File: src/rtl/neuron_mac_16_bit_pkg.sv
// rtl/neuron_mac_16_bit_pkg.sv - shared fixed-point constants and FSM encoding
package neuron_mac_16_bit_pkg;

  localparam int N = 16;
  localparam int Q = 12;

  localparam logic [15:0] SAT_MAX = 16'h7FFF;
  localparam logic [15:0] SAT_MIN = 16'h8000;

  typedef enum logic [1:0] {
    ST_IDLE = 2'd0,
    ST_ACC  = 2'd1,
    ST_OUT  = 2'd2
  } state_e;

endpackage

File: src/rtl/neuron_mac_16_bit_fx_shift_saturate.sv
// rtl/neuron_mac_16_bit_fx_shift_saturate.sv - arithmetic right shift then clamp to a signed N-bit word
module fx_shift_saturate #(
  parameter int IN_W  = 40,
  parameter int OUT_W = 16,
  parameter int SHIFT = 12
) (
  input  logic [IN_W-1:0]  din_i,
  output logic [OUT_W-1:0] dout_o
);

  localparam logic signed [IN_W-1:0] MAX_EXT = {{(IN_W-OUT_W+1){1'b0}}, {(OUT_W-1){1'b1}}};
  localparam logic signed [IN_W-1:0] MIN_EXT = {{(IN_W-OUT_W+1){1'b1}}, {(OUT_W-1){1'b0}}};

  logic signed [IN_W-1:0] shifted;

  // >>> on a signed operand floors toward -inf, matching fixed-point truncation.
  assign shifted = $signed(din_i) >>> SHIFT;

  always_comb begin
    dout_o = shifted[OUT_W-1:0];
    if (shifted > MAX_EXT) begin
      dout_o = {1'b0, {(OUT_W-1){1'b1}}};
    end else if (shifted < MIN_EXT) begin
      dout_o = {1'b1, {(OUT_W-1){1'b0}}};
    end
  end

endmodule

File: src/rtl/neuron_mac_16_bit.sv
// rtl/neuron_mac_16_bit.sv - K-input multiply-accumulate neuron with biased, saturated Q-format output
module neuron_mac_16_bit
  import neuron_mac_16_bit_pkg::*;
#(
  parameter int N     = neuron_mac_16_bit_pkg::N,
  parameter int Q     = neuron_mac_16_bit_pkg::Q,
  parameter int K     = 8,
  parameter int ACC_W = 2*N+8
) (
  input  logic         clk,
  input  logic         rst,
  input  logic         start,
  input  logic [N-1:0] bias,
  input  logic         in_valid,
  output logic         in_ready,
  input  logic [N-1:0] x_in,
  input  logic [N-1:0] w_in,
  output logic         out_valid,
  input  logic         out_ready,
  output logic [N-1:0] y,
  output logic         busy
);

  localparam int CNT_W = (K > 1) ? $clog2(K) : 1;

  state_e             state_q;
  logic [ACC_W-1:0]   acc_q;
  logic [ACC_W-1:0]   acc_d;
  logic [CNT_W-1:0]   cnt_q;
  logic [N-1:0]       y_q;
  logic [N-1:0]       y_d;
  logic               in_ready_q;
  logic               out_valid_q;
  logic               busy_q;

  logic signed [2*N-1:0] prod;
  logic [ACC_W-1:0]      prod_ext;
  logic [ACC_W-1:0]      bias_ext;
  logic                  beat;
  logic                  last_beat;

  assign prod      = $signed(x_in) * $signed(w_in);
  assign prod_ext  = {{(ACC_W-2*N){prod[2*N-1]}}, prod};
  assign bias_ext  = {{(ACC_W-N){bias[N-1]}}, bias} << Q;
  assign acc_d     = acc_q + prod_ext;
  assign beat      = in_valid && in_ready_q;
  assign last_beat = beat && (cnt_q == CNT_W'(K-1));

  // y is taken from the sum that includes the final beat, so it is ready as out_valid rises.
  fx_shift_saturate #(
    .IN_W  (ACC_W),
    .OUT_W (N),
    .SHIFT (Q)
  ) u_sat (
    .din_i  (acc_d),
    .dout_o (y_d)
  );

  always_ff @(posedge clk) begin
    if (!rst) begin
      state_q     <= ST_IDLE;
      acc_q       <= '0;
      cnt_q       <= '0;
      y_q         <= '0;
      in_ready_q  <= 1'b0;
      out_valid_q <= 1'b0;
      busy_q      <= 1'b0;
    end else begin
      case (state_q)
        ST_IDLE: begin
          if (start) begin
            acc_q      <= bias_ext;
            cnt_q      <= '0;
            state_q    <= ST_ACC;
            in_ready_q <= 1'b1;
            busy_q     <= 1'b1;
          end
        end
        ST_ACC: begin
          if (beat) begin
            acc_q <= acc_d;
            cnt_q <= cnt_q + 1'b1;
            if (last_beat) begin
              state_q     <= ST_OUT;
              in_ready_q  <= 1'b0;
              out_valid_q <= 1'b1;
              y_q         <= y_d;
            end
          end
        end
        ST_OUT: begin
          if (out_ready) begin
            state_q     <= ST_IDLE;
            out_valid_q <= 1'b0;
            busy_q      <= 1'b0;
          end
        end
        default: begin
          state_q     <= ST_IDLE;
          in_ready_q  <= 1'b0;
          out_valid_q <= 1'b0;
          busy_q      <= 1'b0;
        end
      endcase
    end
  end

  assign in_ready  = in_ready_q;
  assign out_valid = out_valid_q;
  assign y         = y_q;
  assign busy      = busy_q;

endmodule

File: config.mk
export PLATFORM = sky130hd
export DESIGN_NAME = neuron_mac_16_bit
export DESIGN_NICKNAME = d
export VERILOG_FILES = /design/src/rtl/neuron_mac_16_bit_pkg.sv /design/src/rtl/neuron_mac_16_bit_fx_shift_saturate.sv /design/src/rtl/neuron_mac_16_bit.sv
export SDC_FILE = /design/constraint.sdc
export NUM_CORES = 1
export LEC_CHECK = 0
export BUFFER_PORTS_ARGS = -buffer_cell sky130_fd_sc_hd__buf_2
export CORE_UTILIZATION = 68
export CTS_BUF_LIST = sky130_fd_sc_hd__clkbuf_2
export CTS_CLUSTER_DIAMETER = 60
export DETAILED_ROUTE_END_ITERATION = 6
export GPL_ROUTABILITY_DRIVEN = 0
export MAX_ROUTING_LAYER = met4
export PLACE_DENSITY = 0.84
export SYNTH_ARGS = -nofsm -noshare
export SYNTH_HDL_FRONTEND = slang
export SYNTH_SLANG_ARGS = --single-unit
File: constraint.sdc
create_clock -name clk -period 33.7 [get_ports clk]
set_clock_uncertainty 0.2 [all_clocks]
set_input_delay 6.74 -clock clk [delete_from_list [all_inputs] [get_ports clk]]
set_output_delay 6.74 -clock clk [all_outputs]
set_load 0.03 [all_outputs]
==> results.md, run 1 <==
- Routed Wire Length: 33,900 um
- Crit. End Element: flop
- Ys async rst share: 0%
- PortBufs: 71
- Vias in the first global route: between 10k and 15k
- Worst slew margin: 25.3%
- Share of cells above drive strength 1: 7.04%
- Final setup violation count: 0
- Post-synth net total: 2,185
- Net count, final: between 2k and 2.5k
- Vias/cell: just under 6
- Worst Hold Class: reg2reg
- Starting density of the core: 69.9%
- Most frequent cells in the layout: inv_1, fa_1, nand2_1
- First-pass DRT Iterations: 6
- Initial DRC Count: 794
- Largest net degree at the start of global routing: 36
- Status: completed
- Clock buffer count from CTS: 9
- Routed Antenna Nets: 0
- Cells after Synth: 1,746
- Slew Limit Fails: 0
- Number of synthesis warnings: 0
- Rows: between 50 and 60
- Later-pin clock latency in the skew report: 0.56 ns
- Antenna fix cells: 0
- Crit path kind: in2reg
- Seq/Total Area, Yosys: 8.64%
- Max FO, Critical Path: 16
- CTS tree: built
- Drc violations: 0
- CTS Hold Bufs: 0
- Distinct cells, synth: 74
- Post-Syn Area: between 10,000 and 15,000 um2
- Most used cell, CP: fa_1
- Yosys reg bits: 64
- Clock Tree Root: clkbuf_2
- Critical Path AT: 16.29 ns
- Ports: just over 70
- Fmax: 62.2 MHz
- Slowest CP cell: o41ai_1
- Area added between synthesis and finish: 4.42%
- Startpoint Class: input port
- Die W: 150 um
- Worst path required time: 33.92 ns
- Global route overflow: 0
- Die area: 22,400 um2
- Setup TNS: 0 ns
- RSZ-0062 raised after global routing: false
- Leading cell type in the layout, fill and taps excluded: inv_1
- Tmin final: 16.07 ns
- Syn_area_per_cell: 8.49 um2
- Post-CTS Setup Bufs: 0
- Post-DP HPWL: 27,000 um
- Initial antenna violation count: 0
- Max incr delay on CP: 0.72 ns
- Post-synth EDFFs: 0
- CTS H-tree lvls: 3
- Synth Flop Type: dfxtp_1
- Maxcap violations: 0
- Final Hold Fails: 0
- Ratio of final minimum period to clock period: around 48%
- Clk slew on worst S/H paths: 0.21 ns
- Clock tree buffer depth: 2
- Cts repair resizes: 0
- GRT Overall Usage: 33.1%
- DR WL/cell: 16.5 um
- Vias: approximately 12k
- Worst Tran Pin Value: 1.12 ns
- Total core area: 21,200 um2
- CTS sink cnt: 64
- First-pass GRT wire length: about 57,000 um
- Die span in y: 150 um
state kept, by name (all words and copies together) (netlist names):
register and flops:
acc_q 40, busy 1, cnt_q 3, in_ready 1
out_valid 1, state_q 2, y 16
per-layer routing:
| layer | up-vias | global-route usage [%] | part of all wire (%) |
|---|---|---|---|
| met3 | 87 | 4.60 | 5.3 |
| met4 | 0 | 11.6 | 2.8 |
| met5 | - | - | 0 |
| li1 | 5578 | - | - |
| met2 | 421 | 56.1 | 52 |
| met1 | 5981 | 40.6 | 40 |
final cells by class:
class                      count  area [um2]
clock buffer                   9        45.0
clock inverter                 7         119
fill                        1650        5740
inverter                     337        1260
multi-input combinational   1283       12000
sequential                    64        1280
tap                          275         344
timing repair buffer          76         393
synth_stat cells, types with 20 or more instances:
master | n | area, um2
a21o_1 | 21 | 158
a21oi_1 | 89 | 445
and2_1 | 123 | 769
clkbuf_1 | 56 | 210
dfxtp_1 | 64 | 1280
fa_1 | 263 | 5270
ha_1 | 123 | 1540
inv_1 | 335 | 1260
nand2_1 | 189 | 709
nand2b_1 | 30 | 188
nand3_1 | 20 | 100
nor2_1 | 100 | 375
o21ai_0 | 66 | 330
xnor2_1 | 45 | 394
xor2_1 | 20 | 175
logic make-up (layout without fill, tap and decap cells):
logic type | Yosys count | in the layout | share of synthesized area (%)
simple gates | 532 | 532 | 17.5
xor+xnor | 66 | 66 | 3.95
flops | 64 | 64 | 8.64
buf+inv | 399 | 429 | 10.2
fa+ha+maj | 386 | 386 | 45.9
compound gates | 299 | 299 | 13.8
worst max-delay path, delay by kind of cell:
family,cells,cell delay [ns]
AND/OR/NAND/NOR,7,1.57
buffers and inverters,6,0.48
AO/OA/AOI/OAI,12,3.30
adder cells (fa/ha/maj),8,3.79
XOR/XNOR,2,0.39
worst paths after layout:
kind / from / end / slack [ns] / cells after the start
setup / recovery: x_in[5] / y[3]$_SDFFE_PN0P_ / 17.63 / 35
setup reg to reg: acc_q[0]$_SDFFE_PN0P_ / y[3]$_SDFFE_PN0P_ / 28.99 / 14
hold / removal: cnt_q[2]$_SDFFE_PN0P_ / cnt_q[2]$_SDFFE_PN0P_ / 0.28 / 2
hold reg to reg: cnt_q[2]$_SDFFE_PN0P_ / cnt_q[2]$_SDFFE_PN0P_ / 0.28 / 2
through the flow:
step / utilization [%] / instances / hold WS, ns / area (um2) / setup WS (ns)
global placement: 72.2 / 2035 / 0.243 / 15300 / 17.40
CTS: 72.9 / 2051 / 0.279 / 15500 / 17.77
floorplan: - / 1746 / 0.236 / 14800 / 18.18
detailed placement: 72.2 / 2035 / 0.254 / 15300 / 17.18
finish: 72.9 / 2051 / 0.278 / 15500 / 17.63
global route: 72.9 / 2051 / 0.304 / 15500 / 17.04
Power of run 1 is not shown: default switching activity piles up to over one toggle a cycle in this logic, so the estimate is an artifact.
==> run 2, diff against run 1 <==
Settings changed: CORE_UTILIZATION 68 to 66, PLACE_DENSITY 0.84 to 0.82.
Clock period 33.7 ns to 15.05 ns, I/O delays scaled along.
==> run 2 against run 1 <==
First-iteration DRC count is 18% lower. Critical path type unchanged. Highest routed layer unchanged. Cell count rose by 0.24%. Worst setup slack worse by 15 ns. Global-route usage shrank 1.6 points. Routed wire length decreased by 1.1%. Via count shrank 0.31%.
==> results.md, run 2 (synthesis gave the netlist of run 1 again) <==
- Final setup violation count: 0 (unchanged)
- First-pass GRT wire length: 57,600 um (+0.90%)
- Routed Wire Length: 33,500 um (-1.1%)
- Vias in the first global route: 12.7k (+1.7%)
- Starting density of the core: 67.7% (-2.1 points)
- Vias: 12.0k (-0.31%)
- Ratio of final minimum period to clock period: 81.0%
- Register-to-register setup slack: 10.45 ns (-18.54 ns)
- Max incr delay on CP: 0.66 ns (-0.06 ns)
- Cts repair resizes: 0 (unchanged)
- Clock Tree Root: clkbuf_2
- Routed Antenna Nets: 0 (unchanged)
- Worst Tran Pin Value: 1.12 ns (+0.000281 ns)
- Placed insts: 2,040 (+0.25%)
- Total core area: 21,900 um2 (+3.2%)
- Startpoint Class: input port
- CTS sink cnt: 64 (unchanged)
- CTS tree: built
- Later-pin clock latency in the skew report: 0.54 ns (-0.02 ns)
- Most frequent cells in the layout: inv_1, fa_1, nand2_1
- Worst path required time: 15.26 ns (-18.66 ns)
- Setup TNS: 0 ns (unchanged)
- CTS H-tree lvls: 3 (unchanged)
- First-pass DRT Iterations: 5 (-1)
- Critical Path AT: 12.40 ns (-3.89 ns)
- Area added between synthesis and finish: 4.09%
- GRT Overall Usage: 31.6% (-1.6 points)
- Die span in y: 152 um (+1.5%)
- Drc violations: 0 (unchanged)
- CTS Hold Bufs: 0 (unchanged)
- Most used cell, CP: fa_1
- Rows: 54 (+1.9%)
- PortBufs: 71 (unchanged)
- Clock buffer count from CTS: 9 (unchanged)
- Tmin final: 12.19 ns
- Final Hold Fails: 0 (unchanged)
- Die W: 152 um (+1.5%)
- Max FO, Critical Path: 16 (unchanged)
- Status: completed
- Post-Layout Cell Count: 2,056 (+0.24%)
- Slowest CP cell: o41ai_1
- Initial DRC Count: 648 (-18%)
- Leading cell type in the layout, fill and taps excluded: inv_1
- Net count, final: 2,210 (unchanged)
- Clock tree buffer depth: 2 (unchanged)
- Initial antenna violation count: 0 (unchanged)
- DR WL/cell: 16.3 um (-1.4%)
- Maxcap violations: 0 (unchanged)
- Crit path max-delay family: adder cells
- Fmax: a little over 80 MHz
- Worst slew margin: 25.3% (about the same)
- Worst Hold Class: reg2reg
- Share of cells above drive strength 1: 7.15% (+0.11 points)
- Post-CTS Setup Bufs: 0 (unchanged)
- Ports: 72 (unchanged)
- Antenna fix cells: 0 (unchanged)
- Clk slew on worst S/H paths: 0.19 ns (-0.02 ns)
- Vias/cell: 5.85 (-0.55%)
- Global route overflow: 0 (unchanged)
- Max FFs per register: 40 (unchanged)
- Crit path kind: in2reg
- Die area: 23,100 um2 (+3.0%)
- Slew Limit Fails: 0 (unchanged)
- CP Buf/Inv Count: 6 (unchanged)
- Biggest register: acc_q
- Post-DP HPWL: 27,100 um (+0.25%)
- Crit. End Element: flop
- RSZ-0062 raised after global routing: false
- Largest net degree at the start of global routing: 36 (unchanged)
## run 2: final cells by class
type,instances,area (um2)
clock inverters,4,45.0
multi-input cells,1283,12000
fillers,1751,6460
inverters,337,1260
flip-flops and latches,64,1280
clock buffers,12,60.1
repair buffers,76,393
well taps,280,350
## run 2: per-stage QoR
stage               area, um2  hold WS, ns  util, %  setup slack [ns]
floorplan               14800        0.236        -              3.26
global placement        15300        0.242     70.0              2.49
detailed placement      15300        0.250     70.0              2.33
CTS                     15400        0.272     70.5              2.89
global route            15400        0.296     70.5              2.31
finish                  15400        0.272     70.5              2.86
## run 2: path summary, 6_finish.rpt
kind / start / to / cells past startpoint
max reg2reg: acc_q[0]$_SDFFE_PN0P_ / y[3]$_SDFFE_PN0P_ / 14
min reg2reg: cnt_q[2]$_SDFFE_PN0P_ / cnt_q[2]$_SDFFE_PN0P_ / 2
min: cnt_q[2]$_SDFFE_PN0P_ / cnt_q[2]$_SDFFE_PN0P_ / 2
max: x_in[5] / y[3]$_SDFFE_PN0P_ / 35
## run 2: worst min-delay path, stage by stage, from the launching register on
cell     delay (ns)
dfxtp_1        0.36
nand2_1        0.05
a21oi_1        0.05
## run 2: metal layers
metal	GRT usage, %	part of all wire (%)	wire (um)	vias up
li1	-	-	-	5566
met4	10.6	3.5	1170	0
met5	-	0	0	-
met1	37.7	39	13100	5943
met2	55.0	52	17500	421
met3	4.28	5.3	1760	100
Power of run 2 is left out for the same reason.
